==> config.mk <==
export PLATFORM = sky130hd
export DESIGN_NAME = ttt_game_ctrl
export DESIGN_NICKNAME = d
export VERILOG_FILES = /design/src/rtl/ttt_pkg.sv /design/src/rtl/ttt_move_check.sv /design/src/rtl/ttt_game_ctrl.sv
export SDC_FILE = /design/constraint.sdc
export NUM_CORES = 1
export LEC_CHECK = 0
export BUFFER_PORTS_ARGS = -buffer_cell sky130_fd_sc_hd__buf_2
export CORE_ASPECT_RATIO = 1.1
export CORE_MARGIN = 8
export CORE_UTILIZATION = 35
export DETAILED_ROUTE_END_ITERATION = 7
export PLACE_DENSITY = 0.64
export SLEW_MARGIN = 20
export SYNTH_ARGS = -nofsm -noshare
export SYNTH_HDL_FRONTEND = slang
export SYNTH_HIERARCHICAL = 1
export SYNTH_SLANG_ARGS = --single-unit
==> constraint.sdc <==
create_clock -name clk -period 2 [get_ports clk]
set_input_delay 0.1 -clock clk [delete_from_list [all_inputs] [get_ports clk]]
set_output_delay 0.1 -clock clk [all_outputs]
set_load 0.01 [all_outputs]
==> src/rtl/ttt_pkg.sv <==
`default_nettype none
// ============================================================================
// Package : ttt_pkg
// Purpose : Shared types and constants for the tic-tac-toe game controller.
//           Holds the controller state enum, winner codes, board dimensions
//           and one-hot cell position constants (bit 8 = top-left,
//           bit 0 = bottom-right, matching the win detector bit order).
// Revision: 1.0 - initial release
// ============================================================================
package ttt_pkg;

   localparam int NUM_CELLS = 9;
   localparam int NUM_LINES = 8;

   typedef enum logic [2:0] {
      PLAY_A = 3'd0,
      PLAY_B = 3'd1,
      CHECK  = 3'd2,
      DONE   = 3'd3,
      DRAW   = 3'd4
   } state_t;

   typedef enum logic [1:0] {
      WIN_NONE = 2'b00,
      WIN_A    = 2'b01,
      WIN_B    = 2'b10,
      WIN_DRAW = 2'b11
   } winner_t;

   localparam logic [NUM_CELLS-1:0] POS_TL = 9'b100000000;
   localparam logic [NUM_CELLS-1:0] POS_TM = 9'b010000000;
   localparam logic [NUM_CELLS-1:0] POS_TR = 9'b001000000;
   localparam logic [NUM_CELLS-1:0] POS_ML = 9'b000100000;
   localparam logic [NUM_CELLS-1:0] POS_MM = 9'b000010000;
   localparam logic [NUM_CELLS-1:0] POS_MR = 9'b000001000;
   localparam logic [NUM_CELLS-1:0] POS_BL = 9'b000000100;
   localparam logic [NUM_CELLS-1:0] POS_BM = 9'b000000010;
   localparam logic [NUM_CELLS-1:0] POS_BR = 9'b000000001;

endpackage : ttt_pkg
`default_nettype wire

==> src/rtl/ttt_move_check.sv <==
`default_nettype none
// ============================================================================
// Module  : ttt_move_check
// Purpose : Combinational legality check for an offered move: the position
//           must be exactly one-hot and must hit a free cell.
// Ports   : move_pos  in  9  offered one-hot cell
//           ain, bin  in  9  current occupancy of player A / B
//           legal     out 1  move is one-hot and the cell is empty
// Revision: 1.0 - initial release
// ============================================================================
module ttt_move_check
   import ttt_pkg::*;
(
   input  logic [NUM_CELLS-1:0] move_pos,
   input  logic [NUM_CELLS-1:0] ain,
   input  logic [NUM_CELLS-1:0] bin,
   output logic                 legal
);

   logic [NUM_CELLS-1:0] w_pos_m1;
   logic                 w_onehot;
   logic                 w_free;

   // x & (x-1) clears the lowest set bit; zero result with x != 0 means one-hot.
   assign w_pos_m1 = move_pos - NUM_CELLS'(1);
   assign w_onehot = (move_pos != '0) && ((move_pos & w_pos_m1) == '0);
   assign w_free   = ((move_pos & (ain | bin)) == '0);
   assign legal    = w_onehot && w_free;

endmodule : ttt_move_check
`default_nettype wire

==> src/rtl/ttt_game_ctrl.sv <==
`default_nettype none
// ============================================================================
// Module  : ttt_game_ctrl
// Purpose : Sequential tic-tac-toe game controller. Accepts one-hot moves via
//           valid/ready, rejects illegal offers with a one-cycle error pulse,
//           keeps both players' occupancy registers and uses the external win
//           detector's line vector to decide win, draw or next turn.
// Ports   : clk          in  1  rising-edge clock
//           reset        in  1  asynchronous active-high reset
//           new_game     in  1  synchronous restart (beats any move)
//           move_valid   in  1  a move is offered on move_pos
//           move_pos     in  9  one-hot cell (bit 8 TL .. bit 0 BR)
//           win_line     in  8  line vector from the external win detector
//           move_ready   out 1  controller is waiting for a move
//           move_err     out 1  one-cycle pulse per rejected offer
//           ain, bin     out 9  registered occupancy of player A / B
//           turn         out 1  0 = A to move, 1 = B to move
//           game_over    out 1  game finished (win or draw)
//           winner       out 2  00 none, 01 A, 10 B, 11 draw
//           win_latched  out 8  win_line captured at the winning CHECK
// Revision: 1.0 - initial release
// ============================================================================
module ttt_game_ctrl
   import ttt_pkg::*;
#(
   parameter logic FIRST_PLAYER = 1'b0
)
(
   input  logic                 clk,
   input  logic                 reset,
   input  logic                 new_game,
   input  logic                 move_valid,
   input  logic [NUM_CELLS-1:0] move_pos,
   input  logic [NUM_LINES-1:0] win_line,
   output logic                 move_ready,
   output logic                 move_err,
   output logic [NUM_CELLS-1:0] ain,
   output logic [NUM_CELLS-1:0] bin,
   output logic                 turn,
   output logic                 game_over,
   output logic [1:0]           winner,
   output logic [NUM_LINES-1:0] win_latched
);

   localparam state_t     START_STATE = FIRST_PLAYER ? PLAY_B : PLAY_A;
   localparam logic [3:0] MAX_MOVES   = 4'(NUM_CELLS);

   state_t     r_state;
   logic [3:0] r_count;
   logic       r_last;     // mover of the move currently being judged
   logic       w_legal;

   ttt_move_check u_move_check (
      .move_pos (move_pos),
      .ain      (ain),
      .bin      (bin),
      .legal    (w_legal)
   );

   always_ff @(posedge clk or posedge reset) begin
      if (reset) begin
         r_state     <= START_STATE;
         r_count     <= 4'd0;
         r_last      <= FIRST_PLAYER;
         move_ready  <= 1'b1;
         move_err    <= 1'b0;
         ain         <= '0;
         bin         <= '0;
         turn        <= FIRST_PLAYER;
         game_over   <= 1'b0;
         winner      <= WIN_NONE;
         win_latched <= '0;
      end else if (new_game) begin
         // Restart wins over a simultaneous move: the offer is dropped silently.
         r_state     <= START_STATE;
         r_count     <= 4'd0;
         r_last      <= FIRST_PLAYER;
         move_ready  <= 1'b1;
         move_err    <= 1'b0;
         ain         <= '0;
         bin         <= '0;
         turn        <= FIRST_PLAYER;
         game_over   <= 1'b0;
         winner      <= WIN_NONE;
         win_latched <= '0;
      end else begin
         move_err <= 1'b0;
         case (r_state)
            PLAY_A, PLAY_B: begin
               if (move_valid) begin
                  if (w_legal) begin
                     if (r_state == PLAY_B) begin
                        bin <= bin | move_pos;
                     end else begin
                        ain <= ain | move_pos;
                     end
                     r_count    <= (r_count == MAX_MOVES) ? r_count : r_count + 4'd1;
                     r_last     <= (r_state == PLAY_B);
                     r_state    <= CHECK;
                     move_ready <= 1'b0;
                  end else begin
                     move_err <= 1'b1;
                  end
               end
            end
            CHECK: begin
               // The board already holds the new move, so win_line reflects it.
               if (win_line != '0) begin
                  r_state     <= DONE;
                  game_over   <= 1'b1;
                  winner      <= r_last ? WIN_B : WIN_A;
                  win_latched <= win_line;
               end else if (r_count == MAX_MOVES) begin
                  r_state   <= DRAW;
                  game_over <= 1'b1;
                  winner    <= WIN_DRAW;
               end else begin
                  r_state    <= r_last ? PLAY_A : PLAY_B;
                  turn       <= ~turn;
                  move_ready <= 1'b1;
               end
            end
            default: begin
               // DONE / DRAW hold until restart.
            end
         endcase
      end
   end

endmodule : ttt_game_ctrl
`default_nettype wire
Word level (Yosys, flattened, before mapping)
Index checks and enable logic that the tools add are counted.
Storage, ports and cells
  RAM bits: 0
  ROM bits: 0
  latch bits: 0
  register bits after elaboration: 40
  output and inout port bits: 32
  logic and storage cells: 106
  bits of input ports: 21
  memories kept: 0
Operators by class
  mux-type cells: 52
  reductions and logical operators: 25
  bitwise gates (word level): 6
  divide/modulo/power cells: 0
  eq/ne operators: 10
  shift operators: 0
  multiply operators: 0
  add/sub/neg operators: 2
  $lt $le $gt $ge: 0
Operators by type and width (number)
  $mux W9: 10
  $or A9 B9 Y9: 3
  $mux W8: 3
  $mux W1: 22
  $mux W4: 5
  $and A9 B9 Y9: 2
  $logic_not A9 Y1: 2
  $mux W3: 5
  $reduce_and A4 Y1: 3
  $reduce_bool A2 Y1: 6
  $mux W2: 5
  $ne A3 B3 Y1 const B: 3
  $reduce_and A3 Y1: 3
  $reduce_bool A9 Y1: 1
  $sub A9 B1 Y9 const B: 1
  $reduce_bool A8 Y1: 1
  $ne A2 B2 Y1 const B: 3
  $pmux W3 S2: 1
  $reduce_bool A3 Y1: 2
  $reduce_and A5 Y1: 1
  $add A4 B1 Y4 const B: 1
  $eq A4 B4 Y1 const B: 1
  $reduce_and A2 Y1: 2
  $eq A3 B1 Y1 const B: 1
  7 further kinds: 8

Logic depth before layout (Yosys ltp)
Gate-level depths: netlist (run 1).
  depth after elaboration: 9
  depth in mapped cells: 9
  mapped depth without buffers: 8

By module
The synthesis (run 1) kept the hierarchy.
Modules (own cells, without submodules)
  ttt_game_ctrl: times used 1, area an instance 1656.6 um^2, sequential area each 1002.2 um^2, cells each 156
  ttt_move_check: times used 1, area an instance 145.1 um^2, sequential area each 0.0 um^2, cells each 23

Least setup slack after synthesis (run 1)
OpenSTA, ideal clock, no wires.
  path kind: input to register
  from: input move_pos[0]
  to: register bin[0]
  path slack: -0.021 ns
  data required time: 1.927 ns
  setup time: 0.073 ns
  buffers on the path: 1
  arrival time: 1.949 ns
  stages on the path: 9
  cells stage by stage: or3_4 -> or3_1 -> a21oi_1 -> o221a_2 -> and4bb_2 -> and2_1 -> clkbuf_1 -> a21oi_1 -> nor2_1
Between the ends
  longest elaborated chain between the ends: 7
  elaborated cells on any way between the ends: 16
  those cells by class: add/sub (1); mux (5); bitwise (3); reduce/logical (7)
RTL lines
  from (decl): line ttt_game_ctrl.sv:33  | input logic [NUM_CELLS-1:0] move_pos,
  $sub A9 B1 Y9: line ttt_move_check.sv:25  | assign w_pos_m1 = move_pos - NUM_CELLS'(1);
  $and A9 B9 Y9: line ttt_move_check.sv:26  | assign w_onehot = (move_pos != '0) && ((move_pos & w_pos_m1) == '0);
  $logic_not A9 Y1: line ttt_move_check.sv:26
  $logic_and A1 B1 Y1: line ttt_move_check.sv:26
  $logic_and A1 B1 Y1 *: line ttt_move_check.sv:28  | assign legal = w_onehot && w_free;
  net w_legal: line ttt_game_ctrl.sv:51  | logic w_legal;
  $reduce_bool A2 Y1 (no line) *
  $reduce_and A4 Y1 (no line) *
  to (signal assigned): line ttt_game_ctrl.sv:93  | bin <= bin | move_pos;
  to (decl): line ttt_game_ctrl.sv:38  | output logic [NUM_CELLS-1:0] bin,
The timed path passes the listed nets; every way through them passes the cells marked *. The select of a mux whose other input is x is not followed.
A chain may end at the register's enable or synchronous reset.

Final worst setup path (run 1)
  from: register bin[5]
  to: register r_count[2]
Between the ends
  longest elaborated chain between the ends: 6
RTL lines
  $or A9 B9 Y9: line ttt_move_check.sv:27  | assign w_free = ((move_pos & (ain | bin)) == '0);
  $and A9 B9 Y9: line ttt_move_check.sv:27
  $logic_not A9 Y1: line ttt_move_check.sv:27
  $logic_and A1 B1 Y1: line ttt_move_check.sv:28
  net w_legal: line ttt_game_ctrl.sv:51
  $reduce_bool A2 Y1 (no line)
  $reduce_and A4 Y1 (no line)
  to (signal assigned): line ttt_game_ctrl.sv:97  | r_count <= (r_count == MAX_MOVES) ? r_count : r_count + 4'd1;
  to (decl): line ttt_game_ctrl.sv:49  | logic [3:0] r_count;
The timed path passes the listed nets, and every way through them passes these cells.

==> flow_metrics.env, run 1 <==
export IMPL_status="complete, no violations"
export IMPL_cts_buffer_depth=2
export IMPL_final_util_pct=48.37
export IMPL_io_buffers=52
export IMPL_pre_cts_slack_ns=-0.1833
export IMPL_hpwl_um=3481
export IMPL_post_route_period_util_pct=98.64
export IMPL_rrSetupSlack_ns=0.03
export IMPL_end_kind="register"
export IMPL_cts_tree="built"
export IMPL_final_common_cell="buf_2"
export IMPL_clkPwrFrac_pct=43.7
export IMPL_grt_antenna_before_repair=0
export IMPL_fillers=466
export IMPL_root_buffer="clkbuf_8"
export IMPL_clk_latency_ns=0.29
export IMPL_grt_max_degree=41
export IMPL_hold_violations=0
export IMPL_slowest_delay_ns=0.39
export IMPL_die_w_um=84.41
export IMPL_whs_endpoint="move_ready"
export IMPL_grt_pass1_vias=1689
export IMPL_synthFlopType="dfrtp_1"
export IMPL_die_h_um=91.25
export IMPL_syn_nets=202
export IMPL_worst_pin_slew_ns=0.5824
export IMPL_path_clk_slew_ns=0.08
export IMPL_start_util_pct=36.04
export IMPL_synth_area_mm2=0.001802
export IMPL_setup_tns_ns=0
export IMPL_finalMaxSlewViolations=0
export IMPL_cts_sinks=40
export IMPL_path_delay_family="simple AND/OR/NAND/NOR gates"
export IMPL_drt_first_pass_iters=5
export IMPL_synth_async_reset_ratio_pct=100.0
export IMPL_fin_area_mm2=0.002419
export IMPL_fin_worst_skew_ns=0.01085
export IMPL_timing_final_crit_period_ns=1.973
export IMPL_finalWirelength_um=4681
export IMPL_required_ns=2.22
export IMPL_nNetsFinal=275
export IMPL_layout_cells_most_common_list="52 x buf_2, 41 x nor2_1, 39 x dfrtp_1, 21 x a21oi_1, 20 x buf_4"
export IMPL_drive_gt1_share_pct=37.94
export IMPL_r2r_cells=8
export IMPL_hold_class="input port to register"
export IMPL_path_max_fanout=4
export IMPL_yosys_warnings=6
export IMPL_routedWlPerCell_um=15.05
export IMPL_combinationalPowerShare_pct=6.8
export IMPL_via_per_inst=5.180
export IMPL_drtIter0Drc=86
export IMPL_startpoint_type="register"
export IMPL_p_sw_uw=345.3
export IMPL_syn_to_final_growth_pct=34.24
export IMPL_syn_inst=179
export IMPL_power_uw=1640
export IMPL_grt_overflow_total=0
export IMPL_cp_cell_sequence="o41ai_2, nand4_1, nor2_1, o221a_2, and4bb_2, nand2_1, or3_1, a21oi_2"
export IMPL_synth_edf_count=0
export IMPL_track_usage_pct=12.81
export IMPL_power_density_mw_per_mm2=678.0
export IMPL_cp_buffers_inverters=0
export IMPL_cp_slowest_cell="dfrtp_1"
export IMPL_synth_seq_area_share_pct=55.62
export IMPL_place_congestion=0.7888
export IMPL_worst_setup_path_type="register to register"
export IMPL_whs_path_depth=2
export IMPL_rr_startpoint="bin[5]"
export IMPL_p_int_uw=1294
export IMPL_grt_setup_unrepaired="true"
export IMPL_rows=27
export IMPL_ios=53
export IMPL_fp_coreArea_mm2=0.005000
export IMPL_ir_drop_v=0.0005320
export IMPL_setup_viol=0
export IMPL_antenna_left=0
export IMPL_synth_cell_type_count=40
export IMPL_antenna_cells=0
export IMPL_postSynthAreaPerCell_um2=10.07
export IMPL_swShare_pct=21.06
export IMPL_worst_ep_arrival_time_ns=2.20
export IMPL_drc=0
export IMPL_cts_buffers=5
export IMPL_die_area_mm2=0.007702
export IMPL_vias=1611
export IMPL_cap_violations=0
export IMPL_grt_first_pass_wirelength_um=8086
export IMPL_reg2reg_to="r_count[2]"
export IMPL_htreeDepth=2
export IMPL_maxClockFrequency_mhz=506.9
export IMPL_p_leak_uw=0.001209
export IMPL_maxSlewHeadroom_pct=61.18
export IMPL_dpl_instance_area_mm2=0.002262
export IMPL_setup_ws_ns=0.02715
export IMPL_ys_ff_latch=40
export IMPL_hold_start="move_valid"
export IMPL_seq_power_share_pct=49.5
-- per-layer routing --
| metal | global-route usage (%) | wire, um | vias up | share of wire, % |
|---|---|---|---|---|
| li1 | - | - | 789 | - |
| met1 | 14.55 | 1967 | 785 | 42 |
| met2 | 22.49 | 2437 | 32 | 52 |
| met3 | 3.153 | 214 | 5 | 4.6 |
| met4 | 5.052 | 61 | 0 | 1.3 |
| met5 | 0 | 0 | - | 0 |
-- worst max path at each step --
stage	from	endpoint	cells past startpoint
after global routing	bin[5]	r_count[2]	8
after global placement	move_pos[0]	r_count[2]	9
after floorplan	move_pos[0]	r_count[2]	8
after CTS	bin[5]	r_count[2]	8
after detailed placement	move_pos[0]	r_count[2]	9
final	bin[5]	r_count[2]	8
-- cell usage after synthesis, types with 2 or more instances --
| cell | count | area [um2] |
|---|---|---|
| a211oi_1 | 3 | 22.52 |
| a21oi_1 | 23 | 115.1 |
| a22oi_1 | 8 | 60.06 |
| a31oi_1 | 3 | 18.77 |
| and3b_1 | 2 | 17.52 |
| clkbuf_1 | 6 | 22.52 |
| dfrtp_1 | 39 | 975.9 |
| ha_1 | 2 | 25.02 |
| inv_1 | 3 | 11.26 |
| nand2_1 | 5 | 18.77 |
| nand3_1 | 3 | 15.01 |
| nand4_1 | 2 | 12.51 |
| nor2_1 | 42 | 157.7 |
| nor3_1 | 3 | 15.01 |
| nor4_4 | 2 | 42.54 |
| o21ai_0 | 5 | 25.02 |
| o31ai_1 | 4 | 30.03 |
| or3_1 | 2 | 12.51 |
-- timing repair --
| action | 4_1_cts | 5_1_grt |
|---|---|---|
| hold endpoints to repair | 39 | 0 |
| resized for setup | 2 | 4 |
| endpoints found under the setup margin | 11 | 22 |
| hold buffers | 1 | 0 |
| pin swaps | 1 | 2 |
| buffers inserted | 1 | 1 |
-- power by group through the flow --
stage	Clock, uW	Combinational, uW	Sequential [uW]
after global placement	0	108	828
after global routing	768	123	812
after detailed placement	0	108	828
after floorplan	0	42.2	829
after CTS	745	112	812
final	717	111	812
-- flip-flops by register name, summed over array words and instances, names as in the netlist --
register,flops
r_count,4
bin,9
move_err,1
r_state,3
game_over,1
win_latched,8
winner,2
r_last,1
move_ready,1
turn,1
ain,9
-- through the flow --
step           hold WS [ns]  instances
2_1_floorplan        0.1836        179
3_3_place_gp         0.2570        301
3_5_place_dp         0.2584        301
4_1_cts             0.03189        311
5_1_grt             0.04356        311
6_report            0.05312        311
-- logic make-up (layout without fill, tap and decap cells) --
family / Yosys count / count (layout) / share of synthesized area, %
adders and majority gates: 3 / 3 / 1.944
and+or+nand+nor: 73 / 73 / 21.67
buffers and inverters: 10 / 84 / 2.152
xor gates and xnor gates: 2 / 2 / 0.9724
DFF: 40 / 40 / 55.63
AOI/OAI and AO/OA: 51 / 51 / 17.64
-- worst register-to-register path, cell delays in order, from the launching register on --
cell and delay, ns:
dfrtp_1 0.39, o41ai_2 0.28, nand4_1 0.12, nor2_1 0.13, o221a_2 0.21, and4bb_2 0.27, nand2_1 0.07, or3_1 0.32
a21oi_2 0.13
-- layout make-up --
type                    instances  area [um2]  share of cell area, %
flip-flops and latches         40        1002                  41.44
clock buffers                   7       96.34                  3.983
inverters                       3       11.26                 0.4656
clock inverters                 1       30.03                  1.242
multi-input cells             129       785.8                  32.49
well taps                      58       72.57                  3.001
repair buffers                 73       420.4                  17.38
Power figures use the tool's default switching activity.
==> run 2: changes to the inputs <==
Settings changed: CORE_UTILIZATION 35 to 51, PLACE_DENSITY 0.64 to 0.83.
Clock period 2 ns to 1.9 ns, I/O delays scaled along.
==> run 2 against run 1 <==
Compared with the run above: the flow now finishes with violations (negative setup slack); design area is 1.7% higher; via count grew 4.8%; register-to-register slack worse by 0.19 ns; clock-buffer cell count down 1; die area decreased by 26%; first-iteration DRC count rose by 53%; non-clock buffer count is 11 higher; global-route usage is 4.7 points higher; worst hold slack worse by 0.016 ns; worst setup slack worse by 0.19 ns; utilization up 25 points; sequential cell count stayed put.
==> flow_metrics.env, run 2 (synthesized netlist as in run 1, its figures left out) <==
export IMPL_top_regs="ain (9), bin (9), win_latched (8)"
export IMPL_routedWlPerCell_um=15.20
export IMPL_timing_final_crit_period_ns=2.061
export IMPL_setup_viol=24
export IMPL_use_met2_pct=29.48
export IMPL_vias=1688
export IMPL_finalWirelength_um=4727
export IMPL_grt_antenna_before_repair=0
export IMPL_p_int_uw=1041
export IMPL_hold_slack_ns=0.03723
export IMPL_fin_area_mm2=0.002459
export IMPL_combinationalPowerShare_pct=9.0
export IMPL_worst_setup_path_type="register to register"
export IMPL_grt_overflow_total=0
export IMPL_end_kind="register"
export IMPL_status="finished, violations left"
export IMPL_violations="negative setup slack"
export IMPL_die_h_um=78.34
export IMPL_start_util_pct=53.65
export IMPL_grt_first_pass_wirelength_um=7955
export IMPL_antenna_left=0
export IMPL_path_max_fanout=3
export IMPL_cts_buffers=5
export IMPL_p_leak_uw=0.001235
export IMPL_cts_buffer_depth=2
export IMPL_hpwl_um=3392
export IMPL_syn_to_final_growth_pct=36.46
export IMPL_antenna_cells=0
export IMPL_startpoint_type="register"
export IMPL_drt_first_pass_iters=4
export IMPL_maxClockFrequency_mhz=485.2
export IMPL_final_common_cell="buf_2"
export IMPL_rows=22
export IMPL_dpl_instance_area_mm2=0.002290
export IMPL_hold_violations=0
export IMPL_path_clk_slew_ns=0.11
export IMPL_swShare_pct=24.13
export IMPL_fillers=262
export IMPL_post_route_period_util_pct=108.5
export IMPL_maxSlewHeadroom_pct=67.80
export IMPL_root_buffer="clkbuf_4"
export IMPL_pre_cts_slack_ns=-0.3884
export IMPL_grtUsageMet3_pct=4.828
export IMPL_layout_cells_most_common_list="52 x buf_2, 39 x nor2_1, 39 x dfrtp_1, 25 x buf_4, 22 x a21oi_1"
export IMPL_hold_class="input port to register"
export IMPL_cap_violations=0
export IMPL_gr_usage_met1_pct=20.03
export IMPL_clk_latency_ns=0.35
export IMPL_power_density_mw_per_mm2=557.9
export IMPL_grt_setup_unrepaired="true"
export IMPL_drtIter0Drc=132
export IMPL_drive_gt1_share_pct=39.92
export IMPL_seq_power_share_pct=62.3
export IMPL_place_congestion=0.8235
export IMPL_die_w_um=72.67
export IMPL_ir_drop_v=0.0004242
export IMPL_cts_sinks=40
export IMPL_power_uw=1372
export IMPL_die_area_mm2=0.005693
export IMPL_grt_pass1_vias=1790
export IMPL_io_buffers=52
export IMPL_via_per_inst=5.428
export IMPL_fp_coreArea_mm2=0.003358
export IMPL_track_usage_pct=17.56
export IMPL_worst_ep_arrival_time_ns=2.28
export IMPL_nNetsFinal=286
export IMPL_ios=53
export IMPL_final_util_pct=73.21
export IMPL_setup_ws_ns=-0.1611
export IMPL_htreeDepth=2
export IMPL_fin_worst_skew_ns=0.006923
export IMPL_clkPwrFrac_pct=28.7
export IMPL_p_sw_uw=331.1
export IMPL_gr_max_usage_layer="met2"
export IMPL_cts_tree="built"
export IMPL_finalMaxSlewViolations=0
export IMPL_drc=0
export IMPL_worst_pin_slew_ns=0.4830
export IMPL_required_ns=2.12
export IMPL_grt_max_degree=41
run 2: cell count changes in the layout (fill, tap and decap cells not counted), moves of 2 or more:
cell,previous run,this run
clkbuf_8,7,0
buf_4,20,25
clkbuf_4,0,5
buf_6,0,4
nor2_1,41,39
run 2: what timing repair did:
item	in CTS	in global routing
setup buffers	6	0
gates resized for setup	9	3
endpoints found under the setup margin	24	25
hold buffers	2	0
pin swaps	9	6
hold endpoints to repair	40	0
run 2: area by class of cell:
| class | instances | area (um2) | share of cell area [%] |
|---|---|---|---|
| clock buffer | 6 | 41.29 | 1.679 |
| tap | 48 | 60.06 | 2.443 |
| timing repair buffer | 84 | 533.0 | 21.68 |
| multi-input combinational | 129 | 805.8 | 32.77 |
| clock inverter | 1 | 5.005 | 0.2036 |
| inverter | 3 | 11.26 | 0.4580 |
| sequential | 40 | 1002 | 40.76 |
run 2: stage by stage:
step / setup TNS, ns / std cells
floorplan: -0.04804 / 179
global placement: -3.149 / 296
detailed placement: -4.806 / 296
CTS: -1.399 / 311
global route: -4.507 / 311
finish: -2.223 / 311
run 2: final timing paths:
kind                                  start    endpoint  slack [ns]  depth (start not counted)
worst max-delay path                 bin[5]  r_count[3]       -0.16                          9
worst min-delay path            move_pos[8]      bin[8]        0.04                          3
worst max register to register       bin[5]  r_count[3]       -0.16                          9
worst min register to register    game_over   game_over        0.50                          2
max in group asynchronous             reset  move_ready        1.13                          4
min in group asynchronous             reset      r_last        0.41                          4
run 2: critical path: stages (launching register included):
cell and delay, ns:
dfrtp_1 0.40, o41ai_2 0.31, nand4_1 0.15, nor2_2 0.15, o221a_2 0.19, and4bb_2 0.26, buf_6 0.11, nand4_1 0.13
xor2_1 0.17, nor2_1 0.06
run 2: power by group through the flow:
| stage | clock (uW) | sequential (uW) | combinational, uW |
|---|---|---|---|
| floorplan | 0 | 873 | 44.5 |
| global placement | 0 | 871 | 114 |
| detailed placement | 0 | 871 | 115 |
| CTS | 408 | 855 | 122 |
| global route | 436 | 856 | 136 |
| finish | 394 | 855 | 123 |
run 2: routing by layer:
layer	wire length (um)	vias up	share of wire [%]
li1	-	808	-
met3	263	9	5.6
met4	84	0	1.8
met1	1943	821	41
met5	0	-	0
met2	2436	50	52
==> run 3: changes to the inputs <==
Settings changed: CORE_ASPECT_RATIO 1.1 to 0.9.
==> run 3 against run 2 <==
Compared with the run above: the run still ends with negative setup slack left; worst setup slack worse by 0.0083 ns; sequential power hardly changed; first-iteration DRC count is 61% higher; cell count is 0.32% lower; worst hold slack better by 0.057 ns; via count up 5.9%; routed wire length is 10% higher; largest power group unchanged.
==> flow_metrics.env, run 3 (synthesized netlist as in run 1, its figures left out) <==
export IMPL_drc=0
export IMPL_fin_worst_skew_ns=0.007881
export IMPL_cts_sinks=40
export IMPL_fillers=249
export IMPL_drt_first_pass_iters=6
export IMPL_grt_max_degree=41
export IMPL_worst_pin_slew_ns=0.5323
export IMPL_die_h_um=72.39
export IMPL_cap_violations=0
export IMPL_power_density_mw_per_mm2=622.0
export IMPL_hold_class="input port to register"
export IMPL_die_area_mm2=0.005693
export IMPL_slowest_delay_ns=0.39
export IMPL_hold_violations=0
export IMPL_swShare_pct=22.64
export IMPL_clkPwrFrac_pct=36.8
export IMPL_grt_setup_unrepaired="true"
export IMPL_path_clk_slew_ns=0.08
export IMPL_rows=20
export IMPL_via_per_inst=5.765
export IMPL_finalWirelength_um=5212
export IMPL_root_buffer="clkbuf_8"
export IMPL_cp_buffers_inverters=1
export IMPL_timing_final_crit_period_ns=2.069
export IMPL_ios=53
export IMPL_vias=1787
export IMPL_cts_tree="built"
export IMPL_path_max_fanout=5
export IMPL_start_util_pct=53.33
export IMPL_ir_drop_v=0.0005807
export IMPL_nNetsFinal=288
export IMPL_clk_latency_ns=0.29
export IMPL_fp_coreArea_mm2=0.003378
export IMPL_status="finished, violations left"
export IMPL_p_sw_uw=351.3
export IMPL_io_buffers=52
export IMPL_syn_to_final_growth_pct=38.47
export IMPL_grt_first_pass_wirelength_um=8190
export IMPL_grt_overflow_total=0
export IMPL_final_common_cell="buf_2"
export IMPL_end_kind="register"
export IMPL_cts_buffer_depth=2
export IMPL_cts_buffers=5
export IMPL_antenna_cells=0
export IMPL_htreeDepth=2
export IMPL_drive_gt1_share_pct=40.60
export IMPL_die_w_um=78.65
export IMPL_final_util_pct=73.85
export IMPL_routedWlPerCell_um=16.81
export IMPL_violations="negative setup slack"
export IMPL_place_congestion=0.8832
export IMPL_post_route_period_util_pct=108.9
export IMPL_grt_pass1_vias=1775
export IMPL_hpwl_um=3510
export IMPL_cp_slowest_cell="dfrtp_1"
export IMPL_cp_common_cell="nor2_1"
export IMPL_p_int_uw=1201
export IMPL_setup_ws_ns=-0.1694
export IMPL_cp_cell_sequence="o41ai_2, nand4_1, nor2_1, o221a_2, and4bb_2, buf_4, and2_4, a21oi_1, nor2_1"
export IMPL_antenna_left=0
export IMPL_p_leak_uw=0.001261
export IMPL_combinationalPowerShare_pct=8.1
export IMPL_drtIter0Drc=213
export IMPL_worst_setup_path_type="register to register"
export IMPL_setup_tns_ns=-2.366
export IMPL_layout_cells_most_common_list="52 x buf_2, 40 x nor2_1, 39 x dfrtp_1, 30 x buf_4, 23 x a21oi_1"
export IMPL_startpoint_type="register"
export IMPL_track_usage_pct=17.79
export IMPL_path_delay_family="simple AND/OR/NAND/NOR gates"
export IMPL_setup_viol=23
export IMPL_worst_ep_arrival_time_ns=2.28
export IMPL_seq_power_share_pct=55.1
export IMPL_maxSlewHeadroom_pct=64.51
export IMPL_required_ns=2.11
export IMPL_top_regs="ain (9), bin (9), win_latched (8)"
export IMPL_grt_antenna_before_repair=0
export IMPL_maxClockFrequency_mhz=483.2
export IMPL_finalMaxSlewViolations=0
[run 3: changes by cell type in the layout (fill, tap and decap cells not counted), moves of 2 or more]
| cell | delta |
|---|---|
| buf_4 | +5 |
| clkbuf_4 | -5 |
| and2_4 | +2 |
| buf_6 | -2 |
| nor2_2 | -2 |
| clkbuf_8 | +6 |
[run 3: cell type report]
class	count	area (um2)	area share, %
Tap cell	44	55.05	2.207
Inverter	3	11.26	0.4514
Timing Repair Buffer	85	518.0	20.76
Sequential cell	40	1002	40.17
Multi-Input combinational cell	130	818.3	32.80
Clock buffer	8	90.09	3.611
[run 3: layer usage]
layer,vias to the layer above,track usage (%),part of all wire [%]
met3,10,3.951,7.9
met4,0,8.214,2.1
met1,876,21.46,38
li1,813,-,-
met2,88,29.60,52
met5,-,0,0
[run 3: stage by stage]
step,power (uW),worst slack (ns),cells,hold slack (ns),area (um2)
CTS,1556,-0.1051,304,0.03829,2425
global route,1610,-0.2835,310,0.08320,2495
finish,1552,-0.1694,310,0.09463,2495
detailed placement,989.0,-0.2880,294,0.2348,2300
global placement,986.5,-0.2048,294,0.2381,2300
floorplan,917.1,-0.04804,179,0.1786,1808
[run 3: timing repair]
| item | CTS | global route |
|---|---|---|
| pin swaps | 3 | 2 |
| gates resized for setup | 4 | 7 |
| hold buffers | 1 | 0 |
| hold endpoints to repair | 39 | 0 |
| gates cloned | 0 | 1 |
| setup endpoints to repair | 22 | 24 |
| buffers inserted | 1 | 6 |
[run 3: final timing paths]
kind,startpoint,end,slack (ns),cells past startpoint
setup reg to reg,bin[5],bin[6],-0.17,9
max in group asynchronous,reset,move_ready,1.09,4
min in group asynchronous,reset,win_latched[3],0.45,4
hold reg to reg,game_over,game_over,0.52,2
setup / recovery,bin[5],bin[6],-0.17,9
hold / removal,move_valid,move_ready,0.09,2
[run 3: power by group through the flow]
stage,sequential [uW],combinational [uW],clock (uW)
3_5_place_dp,871,118,0
6_report,855,126,571
3_3_place_gp,871,115,0
5_1_grt,855,137,618
4_1_cts,855,122,579
2_1_floorplan,873,44.5,0
